File: src/rtl/hamming_decoder.sv
// Two-stage Hamming (12,8) SEC decoder with valid/ready handshake and
// saturating corrected/uncorrectable word counters.
module hamming_decoder #(
  parameter int CNT_W = 16
) (
  input  logic             i_clk,
  input  logic             i_rst_n,
  input  logic [11:0]      i_in,
  input  logic             i_valid,
  output logic             o_ready,
  output logic [7:0]       o_out,
  output logic             o_valid,
  input  logic             i_ready,
  output logic [3:0]       o_syndrome,
  output logic             o_corrected,
  output logic             o_uncorr,
  input  logic             i_cnt_clr,
  output logic [CNT_W-1:0] o_corr_cnt,
  output logic [CNT_W-1:0] o_uncorr_cnt
);

  function automatic logic [3:0] calc_syndrome(input logic [11:0] cw);
    calc_syndrome = {^{cw[7], cw[8], cw[9], cw[10], cw[11]},
                     ^{cw[3], cw[4], cw[5], cw[6], cw[11]},
                     ^{cw[1], cw[2], cw[5], cw[6], cw[9], cw[10]},
                     ^{cw[0], cw[2], cw[4], cw[6], cw[8], cw[10]}};
  endfunction

  function automatic logic [7:0] extract_data(input logic [11:0] cw);
    extract_data = {cw[11], cw[10], cw[9], cw[8], cw[6], cw[5], cw[4], cw[2]};
  endfunction

  function automatic logic [CNT_W-1:0] sat_inc(input logic [CNT_W-1:0] cnt);
    if (cnt == {CNT_W{1'b1}}) begin
      sat_inc = cnt;
    end else begin
      sat_inc = cnt + {{(CNT_W-1){1'b0}}, 1'b1};
    end
  endfunction

  logic        adv_s;
  logic        s1_valid_r;
  logic [11:0] s1_cw_r;
  logic [3:0]  s1_syn_r;
  logic [11:0] flip_mask_s;
  logic [7:0]  fixed_data_s;
  logic        corr_s;
  logic        uncorr_s;

  assign adv_s   = ~o_valid | i_ready;
  assign o_ready = adv_s;

  // Classify the stage-1 syndrome and build the corrected data word.
  always_comb begin
    flip_mask_s = 12'h000;
    corr_s      = 1'b0;
    uncorr_s    = 1'b0;
    case (s1_syn_r)
      4'd0: begin
        flip_mask_s = 12'h000;
      end
      4'd13, 4'd14, 4'd15: begin
        uncorr_s = s1_valid_r;
      end
      default: begin
        flip_mask_s = 12'h001 << (s1_syn_r - 4'd1);
        corr_s      = s1_valid_r;
      end
    endcase
    fixed_data_s = extract_data(s1_cw_r ^ flip_mask_s);
  end

  // Pipeline stages; both advance together or both hold.
  always_ff @(posedge i_clk or negedge i_rst_n) begin
    if (!i_rst_n) begin
      s1_valid_r  <= 1'b0;
      s1_cw_r     <= 12'h000;
      s1_syn_r    <= 4'h0;
      o_valid     <= 1'b0;
      o_out       <= 8'h00;
      o_syndrome  <= 4'h0;
      o_corrected <= 1'b0;
      o_uncorr    <= 1'b0;
    end else if (adv_s) begin
      s1_valid_r  <= i_valid;
      s1_cw_r     <= i_in;
      s1_syn_r    <= calc_syndrome(i_in);
      o_valid     <= s1_valid_r;
      o_out       <= fixed_data_s;
      o_syndrome  <= s1_syn_r;
      o_corrected <= corr_s;
      o_uncorr    <= uncorr_s;
    end
  end

  // Event counters; a clear wins over a same-cycle increment.
  always_ff @(posedge i_clk or negedge i_rst_n) begin
    if (!i_rst_n) begin
      o_corr_cnt   <= {CNT_W{1'b0}};
      o_uncorr_cnt <= {CNT_W{1'b0}};
    end else if (i_cnt_clr) begin
      o_corr_cnt   <= {CNT_W{1'b0}};
      o_uncorr_cnt <= {CNT_W{1'b0}};
    end else if (adv_s) begin
      if (corr_s) begin
        o_corr_cnt <= sat_inc(o_corr_cnt);
      end
      if (uncorr_s) begin
        o_uncorr_cnt <= sat_inc(o_uncorr_cnt);
      end
    end
  end

endmodule

File: config.mk
export PLATFORM = sky130hd
export DESIGN_NAME = hamming_decoder
export DESIGN_NICKNAME = d
export VERILOG_FILES = /design/src/rtl/hamming_decoder.sv
export SDC_FILE = /design/constraint.sdc
export NUM_CORES = 1
export LEC_CHECK = 0
export CORE_UTILIZATION = 46
export CTS_CLUSTER_DIAMETER = 120
export CTS_CLUSTER_SIZE = 40
export DETAILED_ROUTE_END_ITERATION = 10
export GPL_TIMING_DRIVEN = 0
export PLACE_DENSITY = 0.77
export SYNTH_ARGS = -nofsm -noshare
export SYNTH_HDL_FRONTEND = slang
export SYNTH_SLANG_ARGS = --single-unit
File: constraint.sdc
create_clock -name i_clk -period 1.7 [get_ports i_clk]
set_input_delay 0.255 -clock i_clk [delete_from_list [all_inputs] [get_ports i_clk]]
set_output_delay 0.255 -clock i_clk [all_outputs]
set_load 0.05 [all_outputs]
# Word-level counts from Yosys, hierarchy flattened

Cells that the tools add are included.

Register bits: 64
Bits of input ports: 17
Output and inout port bits: 48
Logic and storage cells: 47

$add $sub $neg: 3
Equal/unequal tests: 7
Shift operators: 1
Multiplexer cells: 11
Bitwise logic cells: 3
Reduce and logical (&&, ||, !) cells: 12

Operators with widths:

| cell                    | count |
|---|---|
| $mux W16                | 8 |
| $add A16 B1 Y16 const B | 2 |
| $eq A16 B16 Y1 const B  | 2 |
| $eq A4 B4 Y1 const B    | 3 |
| $mux W12                | 1 |
| $reduce_xor A6 Y1       | 2 |
| $shl A1 B4 Y12 const A  | 1 |
| $xor A12 B12 Y12        | 1 |
| $reduce_xor A5 Y1       | 2 |
| $reduce_and A3 Y1       | 2 |
| $reduce_bool A2 Y1      | 3 |
| $logic_not A4 Y1        | 1 |
| $ne A2 B2 Y1 const B    | 2 |
| $reduce_or A4 Y1        | 1 |
| $sub A4 B1 Y4 const B   | 1 |
| $reduce_or A3 Y1        | 1 |
| $mux W1                 | 2 |
| $not A1 Y1              | 1 |
| $or A1 B1 Y1            | 1 |

# Logic depth before layout (Yosys ltp)

Depth in word-level cells: 6
Depth in mapped cells: 8
Gate-level depth less buffers: 6

# Worst setup path after synthesis

OpenSTA, ideal clock, no wires.

Path type: register to register
Start: register o_uncorr_cnt[0]
End: register o_uncorr_cnt[1]
Setup time: 0.132 ns
Arrival time: 2.110 ns
Slack: -0.542 ns
Stages on the path, launching flop included: 8
Buffers on the path: 1
Clock period less this slack: 2.242 ns
Cells stage by stage: dfrtp_1 ha_1 and4_4 or4b_1 buf_6 and2_4 mux2i_1 nor2_1

Cells in the longest elaborated chain, start to end: 5

RTL lines:

| item                   | line | source |
|---|---|---|
| from (decl)            | 19   | `output logic [CNT_W-1:0] o_uncorr_cnt` |
| from (signal assigned) | 100  | `o_uncorr_cnt <= {CNT_W{1'b0}};` |
| from (signal assigned) | 103  | `o_uncorr_cnt <= {CNT_W{1'b0}};` |
| from (signal assigned) | 109  | `o_uncorr_cnt <= sat_inc(o_uncorr_cnt);` |
| $add A16 B1 Y16        | 37   | `sat_inc = cnt + {{(CNT_W-1){1'b0}}, 1'b1};` |
| $mux W16               | 34   | `if (cnt == {CNT_W{1'b1}}) begin` |
| $mux W16               | 108  | `if (uncorr_s) begin` |
| $mux W16               | 104  | `end else if (adv_s) begin` |
| $mux W16               | 101  | `end else if (i_cnt_clr) begin` |

Parallel ways exist; a longest one is shown, timed or not. The select of a mux whose other input is x is not followed.
A chain may end at the register's enable or synchronous reset.

# Final worst setup path

Ends and elaborated chain as after synthesis.

==> impl_summary.log <==
[metrics] Vias: between 2,000 and 3,000
[metrics] count of input and output buffers: 63
[metrics] count of antenna-violating nets left after detailed routing: 0
[metrics] library cell used as clock root buffer: sky130_fd_sc_hd__clkbuf_8
[metrics] M1 GR Usage: between 20 and 30%
[metrics] I/O pin count: 65
[metrics] unrepaired setup endpoints after global routing: yes
[metrics] Clock Power Share: around a quarter
[metrics] Worst Max-Slew Pin Slew: between 600 and 700 ps
[metrics] die width: ~84 µm
[metrics] status: finished with violations
[metrics] routing usage on met3: under 10%
[metrics] worst vdd ir: slightly below 0.0007 V
[metrics] power dissipated by switching net loads: about 1.8 mW
[metrics] number of nets in the layout: 453
[metrics] class of the most critical setup path: register to register
[metrics] kind of cell adding the most delay to the critical path: simple AND/OR/NAND/NOR gates
[metrics] TritonCTS clock tree: yes
[metrics] dominant cells by area after synthesis: sky130_fd_sc_hd__dfrtp_1, sky130_fd_sc_hd__xnor2_1, sky130_fd_sc_hd__nand2_1, sky130_fd_sc_hd__nor2_1, sky130_fd_sc_hd__xor2_1
[metrics] vias in the first global route: approximately 2,700
[metrics] count of buffering cells on the critical path with inverters included: 0
[metrics] number of library cell types mapped by synthesis: 44
[metrics] number of design rule violations left after detail routing: 11
[metrics] number of inserted diodes: 0
[metrics] Cells on Worst Hold Path: 2
[metrics] fraction of registers with async set or reset after synthesis: 100%
[metrics] Die Outline Area: slightly above 0.007 mm²
[metrics] primary flip-flop cell chosen by synthesis mapping: sky130_fd_sc_hd__dfrtp_1
[metrics] number of buffers inserted during clock tree synthesis: 9
[metrics] Post-Route Setup TNS: -1280 ps
[metrics] met2 Resource Use GR: about two fifths
[metrics] DIE HEIGHT: 83.9 µm
[metrics] worst min path class: input pin to register
[metrics] end of the worst register-to-register path: o_uncorr_cnt[1]
[metrics] length of the first detailed-routing pass in iterations: 7
[metrics] Min Clock Period, post-route: 1830 ps
[metrics] part of the power in combinational logic: around 38%
[metrics] post-synthesis to final-layout area growth: 52.1%
[metrics] WP data required: 1910 ps
[metrics] worst-case hold path end point: o_corr_cnt[1]
[metrics] worst setup slack after layout: -128 ps
[metrics] most frequent standard cell in the layout excluding fill and tap cells: sky130_fd_sc_hd__nand2_1
[metrics] summed instance area of the synthesized netlist: ~0.0031 mm²
[metrics] leakage power figure: about 2 nW
[metrics] clock latency at the later pin of the worst-skew pair: ~340 ps
[metrics] maximum clock path buffer count: 2
[metrics] DRT iter0 DRCs: around 120
[metrics] worst slack at placement: -658 ps
[metrics] cells traversed along the worst timing path: ha_4 > and4_4 > or4b_4 > and2_4 > mux2i_1 > nor2_1
[metrics] switching part of the total power: a little under two fifths
[metrics] violated checks: design-rule violations, negative setup slack
[metrics] Highest Clock Rate: 547 MHz
[metrics] number of violations of the max-capacitance limit: 0
[metrics] crit start category: register
[metrics] post-synthesis cell count: around 330
[metrics] EDFF count, synth: 0
[metrics] layout cells sized above 1: between 20% and 30%
[metrics] cell type with the largest total area after synthesis: sky130_fd_sc_hd__dfrtp_1
[metrics] filler-free cell count of the finished design: around 500
[metrics] endpoint class of the critical path: register
[metrics] Synth Net Count: approximately 350
[metrics] starting density of the core: roughly 48%
[metrics] number of max-slew violations in the final report: 0
[metrics] Critical-path top delay cell: sky130_fd_sc_hd__or4b_4
[metrics] total power consumption of the routed design: ~4.7 mW
[metrics] Period Utilization, post-route: 108%
[metrics] critical path peak fanout: 5
[metrics] routed length per placed instance: roughly 16 µm
[metrics] hold_ws: approximately 270 ps
[metrics] Cell Int Power: 2.93 mW
[metrics] post-detailed-placement half-perimeter wirelength: about 5000 µm
[metrics] final weighted congestion in routability-driven placement: 0.859
[metrics] global-route wire length before repair: 12,900 µm
[metrics] setup skew after layout: around 8 ps
[metrics] # setup viols final: 26
[metrics] All-Layer GR Usage: between 20% and 30%
[metrics] WL final: ~8500 µm
[metrics] clock net sink count: 60
[metrics] most used cells in the layout excluding fill and tap cells: sky130_fd_sc_hd__nand2_1, sky130_fd_sc_hd__dlygate4sd2_1, sky130_fd_sc_hd__nor2_1
[metrics] vias per cell: 5.48
[metrics] number of rows created at floorplan: 29
[metrics] fraction of post-synthesis cell area in the top cell type by area: about half
[metrics] antenna violations before repair: 0
[metrics] Core Region: 0.00642 mm²
[metrics] cell count after placement: approximately 470
[metrics] relative slew slack: a little under three fifths
[metrics] register share of total power: a little under two fifths
[metrics] most heavily used metal layer in global routing: met2
[metrics] worst setup slack for register-to-register paths: -130 ps
[metrics] Clock Pin Slew Worst Setup and Hold Paths: ~70 ps
[metrics] Avg Inst Size Synth: about 9.4 µm²
[metrics] RR Startpoint: o_uncorr_cnt[0]
[metrics] delay of the slowest critical-path stage: between 500 and 600 ps
[metrics] CTS H-Tree Depth: 3
[metrics] GR Overflow Total: 0
[metrics] Syn. warnings: 0
[metrics] total count of hold-check failures in the final report: 0
[metrics] fraction of the yosys area taken by sequential cells: 48.6%
[metrics] Reg2Reg Depth: 6
[metrics] maximum number of pins on one net before global-route repair: 34
[metrics] data arrival time of the critical path: 2040 ps
[metrics] hold path startpoint: i_cnt_clr
[metrics] total power divided by cell area: about 1000 mW/mm²
[metrics] register bit count reported by yosys: 60
## Yosys cell counts, types with 2 or more instances
| cell | instances |
|---|---|
| sky130_fd_sc_hd__nand4_1 | 14 |
| sky130_fd_sc_hd__clkbuf_1 | 10 |
| sky130_fd_sc_hd__ha_1 | 3 |
| sky130_fd_sc_hd__and4_1 | 2 |
| sky130_fd_sc_hd__a21oi_1 | 5 |
| sky130_fd_sc_hd__nor4bb_1 | 2 |
| sky130_fd_sc_hd__nand3_1 | 12 |
| sky130_fd_sc_hd__and3_1 | 4 |
| sky130_fd_sc_hd__nand2_1 | 61 |
| sky130_fd_sc_hd__a31oi_1 | 2 |
| sky130_fd_sc_hd__nor4_1 | 6 |
| sky130_fd_sc_hd__nor4_2 | 3 |
| sky130_fd_sc_hd__inv_1 | 3 |
| sky130_fd_sc_hd__o21ai_0 | 11 |
| sky130_fd_sc_hd__xor2_1 | 17 |
| sky130_fd_sc_hd__dfrtp_1 | 60 |
| sky130_fd_sc_hd__nor3_1 | 7 |
| sky130_fd_sc_hd__xnor2_1 | 35 |
| sky130_fd_sc_hd__and3_2 | 2 |
| sky130_fd_sc_hd__nand2b_1 | 3 |
| sky130_fd_sc_hd__nor3b_1 | 2 |
| sky130_fd_sc_hd__nand3b_1 | 2 |
| sky130_fd_sc_hd__nor2_1 | 40 |
| sky130_fd_sc_hd__buf_4 | 2 |
## metal layers
layer  share of wire [%]  wire, µm
met1                  43      3620
met2                  51      4290
met3                 3.9       331
met4                 2.7       231
met5                   0         0
## how the worst max path moves through the flow
stage / from / endpoint / slack [ps] / depth (start not counted)
5_1_grt: o_uncorr_cnt[0] / o_uncorr_cnt[1] / -180 / 6
3_3_place_gp: i_rst_n / o_corr_cnt[11] / -1750 / 1
2_1_floorplan: o_uncorr_cnt[0] / o_uncorr_cnt[1] / -320 / 7
3_5_place_dp: i_ready / o_ready / -660 / 6
6_report: o_uncorr_cnt[0] / o_uncorr_cnt[1] / -130 / 6
4_1_cts: o_uncorr_cnt[1] / o_uncorr_cnt[1] / -110 / 6
## logic make-up (layout without fill, tap and decap cells)
kind of cell,count (synthesis),in the layout,synth area share (%)
xor+xnor,52,52,14.7
fa+ha+maj,3,3,1.22
simple gates,170,171,27.8
mux,1,1,0.324
buf+inv,19,128,2.84
flops,60,60,48.6
compound gates,23,23,4.46
## power groups by stage
| stage | sequential, mW | clock [mW] | combinational, mW |
|---|---|---|---|
| 2_1_floorplan | 2.16 | 0 | 0.522 |
| 3_3_place_gp | 1.77 | 0 | 1.34 |
| 3_5_place_dp | 1.78 | 0 | 1.37 |
| 4_1_cts | 1.76 | 1.17 | 1.55 |
| 5_1_grt | 1.81 | 1.23 | 1.88 |
| 6_report | 1.79 | 1.17 | 1.77 |
## layout make-up
cell class	count	area [µm²]
plain buffers	14	116
multi-input cells	250	1880
fillers	478	1730
clock buffers	14	163
clock inverters	2	10.0
flip-flops and latches	60	1540
repair buffers	94	871
inverters	4	20.0
well taps	77	96.3
## timing repair
action / in CTS / in global routing
hold endpoints to repair: 27 / 0
setup endpoints to repair: 81 / 39
hold buffers: 1 / 0
resized for setup: 90 / 37
buffers inserted: 17 / 11
cloned: 2 / 1
pin swaps: 27 / 27
## worst register-to-register path, delay by kind of cell, from the launching register on
family | cells | cell delay [ps]
adders and majority gates | 1 | 150
muxes | 1 | 140
and+or+nand+nor | 4 | 1010
DFF | 1 | 400
## registers in the layout, indices dropped and copies added (netlist names)
register,cells
s1_valid_r,1
o_corrected,1
o_corr_cnt,16
o_uncorr_cnt,16
s1_cw_r,8
o_valid,1
o_uncorr,1
o_out,8
o_syndrome,4
s1_syn_r,4
## stage by stage
step	util, %	area, µm²
finish	73.1	4700
global route	73.1	4700
CTS	69.5	4460
detailed placement	62.7	4020
global placement	62.4	4010
floorplan	-	3280
No activity file was read; power rests on OpenSTA's default activity.
